`src/rtl/ct_spsram_256x23_ctrl_pkg.sv`:
```
`default_nettype none
// ============================================================================
// Module : ct_spsram_ctrl_pkg
// Purpose: Shared defaults and FSM state type for the single-port SRAM
//          controller (256 x 23) and its arbiter.
// Ports  : none (package)
// Rev    : 1.0  initial release
// ============================================================================
package ct_spsram_ctrl_pkg;

  localparam int unsigned ADDR_WIDTH_DEF = 8;
  localparam int unsigned DATA_WIDTH_DEF = 23;
  localparam int unsigned DEPTH_DEF      = 1 << ADDR_WIDTH_DEF;

  // WAIT: one idle cycle after reset, INIT: zero sweep, RUN: serving requests
  typedef enum logic [1:0] {
    ST_WAIT = 2'd0,
    ST_INIT = 2'd1,
    ST_RUN  = 2'd2
  } state_e;

endpackage
`default_nettype wire

```
`src/rtl/ct_spsram_256x23_ctrl_if.sv`:
```
`default_nettype none
// ============================================================================
// Module : ct_spsram_256x23_ctrl_if
// Purpose: Bundles the two requester ports, the read-return channel, the
//          flush/init status and the SRAM macro pins of the controller.
// Ports  : modport slave  - the controller
//          modport master - requesters plus the external SRAM macro
// Rev    : 1.0  initial release
// ============================================================================
interface ct_spsram_256x23_ctrl_if
  import ct_spsram_ctrl_pkg::*;
#(
  parameter int ADDR_WIDTH = ADDR_WIDTH_DEF,
  parameter int DATA_WIDTH = DATA_WIDTH_DEF
);

  logic                  flush_req;
  logic                  init_done;

  logic                  p0_req;
  logic                  p0_wr;
  logic [ADDR_WIDTH-1:0] p0_addr;
  logic [DATA_WIDTH-1:0] p0_wdata;
  logic [DATA_WIDTH-1:0] p0_wmask;
  logic                  p0_gnt;

  logic                  p1_req;
  logic                  p1_wr;
  logic [ADDR_WIDTH-1:0] p1_addr;
  logic [DATA_WIDTH-1:0] p1_wdata;
  logic [DATA_WIDTH-1:0] p1_wmask;
  logic                  p1_gnt;

  logic                  rd_vld;
  logic                  rd_id;
  logic [DATA_WIDTH-1:0] rd_data;

  logic [ADDR_WIDTH-1:0] ram_a;
  logic                  ram_cen;
  logic                  ram_gwen;
  logic [DATA_WIDTH-1:0] ram_wen;
  logic [DATA_WIDTH-1:0] ram_d;
  logic [DATA_WIDTH-1:0] ram_q;

  modport slave (
    input  flush_req,
    output init_done,
    input  p0_req, p0_wr, p0_addr, p0_wdata, p0_wmask,
    output p0_gnt,
    input  p1_req, p1_wr, p1_addr, p1_wdata, p1_wmask,
    output p1_gnt,
    output rd_vld, rd_id, rd_data,
    output ram_a, ram_cen, ram_gwen, ram_wen, ram_d,
    input  ram_q
  );

  modport master (
    output flush_req,
    input  init_done,
    output p0_req, p0_wr, p0_addr, p0_wdata, p0_wmask,
    input  p0_gnt,
    output p1_req, p1_wr, p1_addr, p1_wdata, p1_wmask,
    input  p1_gnt,
    input  rd_vld, rd_id, rd_data,
    input  ram_a, ram_cen, ram_gwen, ram_wen, ram_d,
    output ram_q
  );

endinterface
`default_nettype wire

```
`src/rtl/ct_spsram_256x23_ctrl_arb.sv`:
```
`default_nettype none
// ============================================================================
// Module : ct_spsram_rr_arb2
// Purpose: Two-way round-robin arbiter. A lone requester wins immediately;
//          on a tie the port that did not win most recently is granted.
// Ports  : clk, rst      - clock, asynchronous active-high reset
//          en_i          - grants allowed only while high
//          req_i[1:0]    - request vector
//          gnt_o[1:0]    - one-hot (or zero) grant, combinational
// Rev    : 1.0  initial release
// ============================================================================
module ct_spsram_rr_arb2 (
  input  logic       clk,
  input  logic       rst,
  input  logic       en_i,
  input  logic [1:0] req_i,
  output logic [1:0] gnt_o
);

  // Port that wins a tie; reset value favours port 0
  logic prio_q;
  logic prio_d;

  always_comb begin
    gnt_o = 2'b00;
    if (en_i) begin
      case (req_i)
        2'b01:   gnt_o = 2'b01;
        2'b10:   gnt_o = 2'b10;
        2'b11:   gnt_o = prio_q ? 2'b10 : 2'b01;
        default: gnt_o = 2'b00;
      endcase
    end
  end

  // Only an actual grant moves the pointer, to the other port
  always_comb begin
    prio_d = prio_q;
    if (gnt_o[0]) begin
      prio_d = 1'b1;
    end else if (gnt_o[1]) begin
      prio_d = 1'b0;
    end
  end

  always_ff @(posedge clk or posedge rst) begin
    if (rst) begin
      prio_q <= 1'b0;
    end else begin
      prio_q <= prio_d;
    end
  end

endmodule
`default_nettype wire

```
`src/rtl/ct_spsram_256x23_ctrl.sv`:
```
`default_nettype none
// ============================================================================
// Module : ct_spsram_256x23_ctrl
// Purpose: Controller for an external 256x23 single-port SRAM. After reset it
//          zero-fills the whole array, then serves two requesters through a
//          round-robin arbiter, one access per cycle. flush_req in RUN
//          re-runs the zero fill.
// Ports  : clk, rst   - clock, asynchronous active-high reset
//          bus        - requester ports, read return, status, SRAM pins
// Rev    : 1.0  initial release
// ============================================================================
module ct_spsram_256x23_ctrl
  import ct_spsram_ctrl_pkg::*;
#(
  parameter int ADDR_WIDTH = ADDR_WIDTH_DEF,
  parameter int DATA_WIDTH = DATA_WIDTH_DEF
) (
  input  logic                    clk,
  input  logic                    rst,
  ct_spsram_256x23_ctrl_if.slave  bus
);

  localparam int DEPTH = 1 << ADDR_WIDTH;
  localparam logic [ADDR_WIDTH-1:0] LAST_ADDR = ADDR_WIDTH'(DEPTH - 1);

  state_e                state_q;
  state_e                state_d;
  logic [ADDR_WIDTH-1:0] cnt_q;
  logic [ADDR_WIDTH-1:0] cnt_d;
  logic                  init_done_q;
  logic                  rd_vld_q;
  logic                  rd_id_q;
  logic [DATA_WIDTH-1:0] rd_hold_q;

  logic [1:0]            w_gnt;
  logic                  w_sel;
  logic                  w_sel_wr;
  logic [ADDR_WIDTH-1:0] w_sel_addr;
  logic [DATA_WIDTH-1:0] w_sel_wdata;
  logic [DATA_WIDTH-1:0] w_sel_wmask;
  logic                  w_rd_fire;

  // --------------------------------------------------------------------------
  // Arbitration: grants are only possible in RUN
  // --------------------------------------------------------------------------
  ct_spsram_rr_arb2 u_arb (
    .clk   (clk),
    .rst   (rst),
    .en_i  (state_q == ST_RUN),
    .req_i ({bus.p1_req, bus.p0_req}),
    .gnt_o (w_gnt)
  );

  assign bus.p0_gnt = w_gnt[0];
  assign bus.p1_gnt = w_gnt[1];

  assign w_sel       = w_gnt[1];
  assign w_sel_wr    = w_sel ? bus.p1_wr    : bus.p0_wr;
  assign w_sel_addr  = w_sel ? bus.p1_addr  : bus.p0_addr;
  assign w_sel_wdata = w_sel ? bus.p1_wdata : bus.p0_wdata;
  assign w_sel_wmask = w_sel ? bus.p1_wmask : bus.p0_wmask;
  assign w_rd_fire   = (|w_gnt) & ~w_sel_wr;

  // --------------------------------------------------------------------------
  // FSM: state register
  // --------------------------------------------------------------------------
  always_ff @(posedge clk or posedge rst) begin
    if (rst) begin
      state_q     <= ST_WAIT;
      cnt_q       <= '0;
      init_done_q <= 1'b0;
    end else begin
      state_q     <= state_d;
      cnt_q       <= cnt_d;
      init_done_q <= (state_d == ST_RUN);
    end
  end

  // --------------------------------------------------------------------------
  // FSM: next state. flush_req outside RUN is deliberately ignored so an
  // ongoing sweep is never restarted.
  // --------------------------------------------------------------------------
  always_comb begin
    state_d = state_q;
    cnt_d   = cnt_q;
    case (state_q)
      ST_WAIT: state_d = ST_INIT;
      ST_INIT: begin
        cnt_d = cnt_q + 1'b1;
        if (cnt_q == LAST_ADDR) begin
          state_d = ST_RUN;
        end
      end
      ST_RUN: begin
        if (bus.flush_req) begin
          state_d = ST_INIT;
          cnt_d   = '0;
        end
      end
      default: state_d = ST_WAIT;
    endcase
  end

  // --------------------------------------------------------------------------
  // FSM: SRAM pin outputs
  // --------------------------------------------------------------------------
  always_comb begin
    bus.ram_cen  = 1'b1;
    bus.ram_gwen = 1'b1;
    bus.ram_wen  = '1;
    bus.ram_d    = '0;
    bus.ram_a    = '0;
    case (state_q)
      ST_INIT: begin
        bus.ram_cen  = 1'b0;
        bus.ram_gwen = 1'b0;
        bus.ram_wen  = '0;
        bus.ram_a    = cnt_q;
      end
      ST_RUN: begin
        if (|w_gnt) begin
          bus.ram_cen = 1'b0;
          bus.ram_a   = w_sel_addr;
          if (w_sel_wr) begin
            // An all-zero mask still uses the slot but writes nothing
            bus.ram_gwen = ~|w_sel_wmask;
            bus.ram_wen  = ~w_sel_wmask;
            bus.ram_d    = w_sel_wdata;
          end
        end
      end
      default: ;
    endcase
  end

  // --------------------------------------------------------------------------
  // Read return: ram_q is valid the cycle after the access, so it is passed
  // straight through while rd_vld is high and captured for the hold value.
  // --------------------------------------------------------------------------
  always_ff @(posedge clk or posedge rst) begin
    if (rst) begin
      rd_vld_q  <= 1'b0;
      rd_id_q   <= 1'b0;
      rd_hold_q <= '0;
    end else begin
      rd_vld_q <= w_rd_fire;
      if (w_rd_fire) begin
        rd_id_q <= w_sel;
      end
      if (rd_vld_q) begin
        rd_hold_q <= bus.ram_q;
      end
    end
  end

  assign bus.rd_vld    = rd_vld_q;
  assign bus.rd_id     = rd_id_q;
  assign bus.rd_data   = rd_vld_q ? bus.ram_q : rd_hold_q;
  assign bus.init_done = init_done_q;

endmodule
`default_nettype wire

```
`src/flat_wrapper.sv`:
```
// flat-port wrapper written by rule: the top's interface ports become plain ports
module ct_spsram_256x23_ctrl_flat import ct_spsram_ctrl_pkg::*;
#(
  parameter int ADDR_WIDTH = ADDR_WIDTH_DEF,
  parameter int DATA_WIDTH = DATA_WIDTH_DEF
)
  (clk, rst, bus_flush_req, bus_init_done, bus_p0_req, bus_p0_wr, bus_p0_addr, bus_p0_wdata, bus_p0_wmask, bus_p0_gnt, bus_p1_req, bus_p1_wr, bus_p1_addr, bus_p1_wdata, bus_p1_wmask, bus_p1_gnt, bus_rd_vld, bus_rd_id, bus_rd_data, bus_ram_a, bus_ram_cen, bus_ram_gwen, bus_ram_wen, bus_ram_d, bus_ram_q);
  ct_spsram_256x23_ctrl_if #(.ADDR_WIDTH(ADDR_WIDTH), .DATA_WIDTH(DATA_WIDTH)) bus_i ();
  input  logic clk;
  input  logic rst;
  input wire logic [$bits(bus_i.flush_req)-1:0] bus_flush_req;
  output wire logic [$bits(bus_i.init_done)-1:0] bus_init_done;
  input wire logic [$bits(bus_i.p0_req)-1:0] bus_p0_req;
  input wire logic [$bits(bus_i.p0_wr)-1:0] bus_p0_wr;
  input wire logic [$bits(bus_i.p0_addr)-1:0] bus_p0_addr;
  input wire logic [$bits(bus_i.p0_wdata)-1:0] bus_p0_wdata;
  input wire logic [$bits(bus_i.p0_wmask)-1:0] bus_p0_wmask;
  output wire logic [$bits(bus_i.p0_gnt)-1:0] bus_p0_gnt;
  input wire logic [$bits(bus_i.p1_req)-1:0] bus_p1_req;
  input wire logic [$bits(bus_i.p1_wr)-1:0] bus_p1_wr;
  input wire logic [$bits(bus_i.p1_addr)-1:0] bus_p1_addr;
  input wire logic [$bits(bus_i.p1_wdata)-1:0] bus_p1_wdata;
  input wire logic [$bits(bus_i.p1_wmask)-1:0] bus_p1_wmask;
  output wire logic [$bits(bus_i.p1_gnt)-1:0] bus_p1_gnt;
  output wire logic [$bits(bus_i.rd_vld)-1:0] bus_rd_vld;
  output wire logic [$bits(bus_i.rd_id)-1:0] bus_rd_id;
  output wire logic [$bits(bus_i.rd_data)-1:0] bus_rd_data;
  output wire logic [$bits(bus_i.ram_a)-1:0] bus_ram_a;
  output wire logic [$bits(bus_i.ram_cen)-1:0] bus_ram_cen;
  output wire logic [$bits(bus_i.ram_gwen)-1:0] bus_ram_gwen;
  output wire logic [$bits(bus_i.ram_wen)-1:0] bus_ram_wen;
  output wire logic [$bits(bus_i.ram_d)-1:0] bus_ram_d;
  input wire logic [$bits(bus_i.ram_q)-1:0] bus_ram_q;
  assign bus_i.flush_req = bus_flush_req;
  assign bus_init_done = bus_i.init_done;
  assign bus_i.p0_req = bus_p0_req;
  assign bus_i.p0_wr = bus_p0_wr;
  assign bus_i.p0_addr = bus_p0_addr;
  assign bus_i.p0_wdata = bus_p0_wdata;
  assign bus_i.p0_wmask = bus_p0_wmask;
  assign bus_p0_gnt = bus_i.p0_gnt;
  assign bus_i.p1_req = bus_p1_req;
  assign bus_i.p1_wr = bus_p1_wr;
  assign bus_i.p1_addr = bus_p1_addr;
  assign bus_i.p1_wdata = bus_p1_wdata;
  assign bus_i.p1_wmask = bus_p1_wmask;
  assign bus_p1_gnt = bus_i.p1_gnt;
  assign bus_rd_vld = bus_i.rd_vld;
  assign bus_rd_id = bus_i.rd_id;
  assign bus_rd_data = bus_i.rd_data;
  assign bus_ram_a = bus_i.ram_a;
  assign bus_ram_cen = bus_i.ram_cen;
  assign bus_ram_gwen = bus_i.ram_gwen;
  assign bus_ram_wen = bus_i.ram_wen;
  assign bus_ram_d = bus_i.ram_d;
  assign bus_i.ram_q = bus_ram_q;
  ct_spsram_256x23_ctrl #(.ADDR_WIDTH(ADDR_WIDTH), .DATA_WIDTH(DATA_WIDTH)) u_core (.clk(clk), .rst(rst), .bus(bus_i));
endmodule
```
`config.mk`:
```
export PLATFORM = sky130hd
export DESIGN_NAME = ct_spsram_256x23_ctrl_flat
export DESIGN_NICKNAME = d
export VERILOG_FILES = /design/src/rtl/ct_spsram_256x23_ctrl_pkg.sv /design/src/rtl/ct_spsram_256x23_ctrl_if.sv /design/src/rtl/ct_spsram_256x23_ctrl_arb.sv /design/src/rtl/ct_spsram_256x23_ctrl.sv /design/src/flat_wrapper.sv
export SDC_FILE = /design/constraint.sdc
export NUM_CORES = 1
export LEC_CHECK = 0
export BUFFER_PORTS_ARGS = -buffer_cell sky130_fd_sc_hd__buf_4
export CAP_MARGIN = 20
export CORE_AREA = 2 2 86 88
export DETAILED_ROUTE_END_ITERATION = 7
export DIE_AREA = 0 0 88 90
export PLACE_DENSITY = 0.77
export SLEW_MARGIN = 20
export SYNTH_ARGS = -nofsm -noshare
export SYNTH_HDL_FRONTEND = slang
export SYNTH_SLANG_ARGS = --single-unit
```
`constraint.sdc`:
```
create_clock -name clk -period 5.7 [get_ports clk]
set_input_delay 1.14 -clock clk [delete_from_list [all_inputs] [get_ports clk]]
set_output_delay 1.14 -clock clk [all_outputs]
set_load 0.01 [all_outputs]
```
==> summary.md <==
| Metric | Value |
|---|---|
| Worst hold path depth | 1 |
| Setup Fix Bufs, Post-CTS | 0 |
| Post-synth ARST share | 100% |
| CP startpoint kind | input pin |
| Die area | 0.00792 sq mm |
| DP HPWL | 7960 um |
| Fillers | 601 |
| HP Start | u_core.rd_hold_q[13] |
| CTS HTree Levels | 2 |
| Drt total wl | 9980 um |
| DR vias/cell | 4.85 |
| Critical Path Fanout Max | 50 |
| Syn_nets | 505 |
| CP Capture Type | output pin |
| Busiest metal layer after global routing | met2 |
| Grt total ovfl | 0 |
| Final setup fails | 0 |
| Worst-path clk slew | 0.07 ns |
| Initial antenna violation count | 0 |
| Required time worst endpoint | 4.56 ns |
| Seq/Total Area, Yosys | 33.5% |
| P_int | 414 uW |
| RSZ-0062 raised after global routing | false |
| Die Y-Extent | 90 um |
| Vias | 3246 |
| Main flop type after synthesis | dfrtp_1 |
| Cells after Synth | 362 |
| Setup TNS | 0 ns |
| Post-synth EDFFs | 0 |
| Root buf cell | clkbuf_8 |
| Starting density of the core | 39.3% |
| Seq cells post-synth | 37 |
| First-pass DRT Iterations | 4 |
| FF-to-FF setup slack | 3.31 ns |
| I/O Buffers | 221 |
| Vias in the first global route | 3033 |
| Share of power burned in registers | 49.0% |
| Remaining antenna violation count after routing | 0 |
| Worst slew margin | 38.1% |
| Yosys warning count | 0 |
| Die Span X | 88 um |
| Synthesized cell area | 0.00276 sq mm |
| Clk network pwr share | 31.9% |
| Core outline area | 0.00702 sq mm |
| Clock period minus worst slack | 4.10 ns |
| Clock Latency Late Sink | 0.28 ns |
| Longest Clk Path Bufs | 2 |
| Grt met2 use | 40.8% |
| Share of layout cells above drive strength 1 | 49.3% |
| Min-Delay Path Class | register to register |
| Routing usage on met1 | 28.4% |
| # nets final | 712 |
| Mapped Avg Cell Area | 7.62 sq um |
| Logic pwr share | 19.0% |
| Initial DRC Count | 80 |
| Layout area overhead | 64.6% |
| Least-Margin Pin Slew | 0.929 ns |
| DRC viols | 0 |
| Crit share post-route | 72.0% |
| Post-cts sizing count | 0 |
| R2R cell count | 8 |
| Cts bufs inserted | 5 |
| Num ports | 222 |
| Crit Path Class | input pin to output pin |
| Post-CTS Hold Buffers | 0 |
| Met3 Resource Use GR | 6.34% |
| Endpoint of the worst register-to-register path | u_core.bus.rd_id |
| RR Startpoint | u_core.state_q[0] |
| Placer's final routability congestion estimate | 0.923 |
| Yosys cell types | 31 |
| Worst path arrival time | 2.96 ns |
| Pwr dens | 118 mW/mm^2 |
| Outcome | completed |
| Largest net degree at the start of global routing | 58 |
| Global-route wire length before repair | 15000 um |
| Switch share | 22.7% |
| Clk sinks | 37 |
| Leakage | 0.00253 uW |
| CTS tree | done |
| Rows | 31 |
| Psw | 121 uW |
| Hold slack final | 0.498 ns |
| Inserted Diodes | 0 |
| Final hold violation count | 0 |
| Clk_skew | 0.00146 ns |
| Maximum vdd drop | 0.164 mV |
| Max-slew violation count | 0 |
| Hold path endpoint | u_core.rd_hold_q[13] |
| Fmax | 244 MHz |
| GRT Util Overall | 23.8% |
| Max Cap Violations | 0 |
| Routed wire per std cell | 14.9 um |
-- logic make-up (layout without fill, tap and decap cells) --
kind of cell	count (synthesis)	count (layout)	synth area share (%)
adder cells (fa/ha/maj)	5	5	2.27
multiplexers	35	35	13.8
AO/OA/AOI/OAI	66	66	15.3
AND/OR/NAND/NOR	182	182	27.9
flip-flops	37	37	33.5
XOR/XNOR	5	5	1.59
buffers and inverters	32	240	5.58
-- worst max-delay path by stage --
| stage | from | endpoint | slack [ns] |
|---|---|---|---|
| floorplan | bus_p0_req | bus_ram_gwen | 2.21 |
| global placement | bus_p0_req | bus_ram_d[15] | 1.63 |
| detailed placement | bus_p0_req | bus_ram_d[1] | 1.59 |
| CTS | bus_p0_req | bus_ram_d[1] | 1.59 |
| global route | u_core.state_q[0] | bus_ram_d[1] | 1.35 |
| finish | bus_p0_req | bus_ram_d[1] | 1.60 |
-- power groups by stage --
stage               Clock [uW]  Sequential (uW)  Combinational, uW
floorplan                    0              267               19.5
global placement             0              267                101
detailed placement           0              267                102
CTS                        177              262                102
global route               189              262                110
finish                     171              262                102
-- cells in the final DEF, fill, tap and decap left out, drive strengths merged --
master and instances:
or2 2, ha 5, nand2b 1, nand3 3
nor3 4, nor4 10, clkbuf 6, nor2b 4
inv 5, clkinv 3, a31oi 1, mux2i 10
a21oi 49, o21a 3, and3 1, a22o 2
nor2 12, nand4 4, xor2 4, xnor2 1
o21ai 10, dfrtp 37, mux2 25, nand2 132
o22ai 1, buf 226, and2 9
-- registers in the layout (all words and copies together) (netlist names) --
register / count
u_core.bus.init_done: 1
u_core.bus.rd_id: 1
u_core.bus.rd_vld: 1
u_core.cnt_q: 8
u_core.rd_hold_q: 23
u_core.state_q: 2
u_core.u_arb.prio_q: 1
-- routing by layer --
| layer | part of all wire [%] | up-vias | wire [um] |
|---|---|---|---|
| met3 | 8.6 | 19 | 862 |
| met2 | 50 | 130 | 5020 |
| met1 | 39 | 1477 | 3850 |
| li1 | - | 1620 | - |
| met5 | 0 | - | 0 |
| met4 | 2.5 | 0 | 248 |
-- cell usage after synthesis (2+ instances only) --
| master | count | area (sq um) |
|---|---|---|
| o21ai_0 | 10 | 50.1 |
| nand2_1 | 132 | 495 |
| mux2_2 | 25 | 282 |
| mux2i_1 | 10 | 100 |
| nor4_1 | 10 | 62.6 |
| buf_2 | 8 | 40.0 |
| nor2b_1 | 4 | 25.0 |
| nor3_1 | 4 | 20.0 |
| or2_1 | 2 | 12.5 |
| and2_1 | 9 | 56.3 |
| nor2_1 | 12 | 45.0 |
| dfrtp_1 | 37 | 926 |
| nand4_1 | 4 | 25.0 |
| nand3_1 | 3 | 15.0 |
| o21a_1 | 3 | 22.5 |
| ha_1 | 5 | 62.6 |
| a21oi_2 | 20 | 175 |
| a22o_1 | 2 | 17.5 |
| a21oi_1 | 29 | 145 |
| buf_6 | 2 | 22.5 |
| xor2_1 | 4 | 35.0 |
| inv_1 | 5 | 18.8 |
| clkbuf_1 | 13 | 48.8 |
| buf_1 | 2 | 7.51 |
-- worst max-delay path: stages --
cell and delay (ns):
buf_4 0.11, nor2b_1 0.11, or2_2 0.31, clkinv_4 0.27, mux2i_1 0.29, or2_1 0.13, buf_4 0.33, a21oi_1 0.09
buf_4 0.16
-- area by class of cell --
type / instances / area [sq um] / area share [%]
well taps: 99 / 124 / 2.73
multi-input cells: 293 / 1690 / 37.1
flip-flops and latches: 37 / 926 / 20.4
clock buffers: 6 / 72.6 / 1.60
repair buffers: 226 / 1700 / 37.3
inverters: 6 / 27.5 / 0.606
clock inverters: 2 / 10.0 / 0.220
-- metrics by stage --
stage	total power (uW)	area [sq um]	utilization, %	std cells	setup WS (ns)
5_1_grt	562	4540	64.7	669	1.35
2_1_floorplan	287	2760	-	362	2.21
6_report	535	4540	64.7	669	1.60
3_3_place_gp	368	4460	63.5	661	1.63
3_5_place_dp	369	4460	63.5	661	1.59
4_1_cts	541	4540	64.7	669	1.59
No activity file was read; power rests on OpenSTA's default activity.
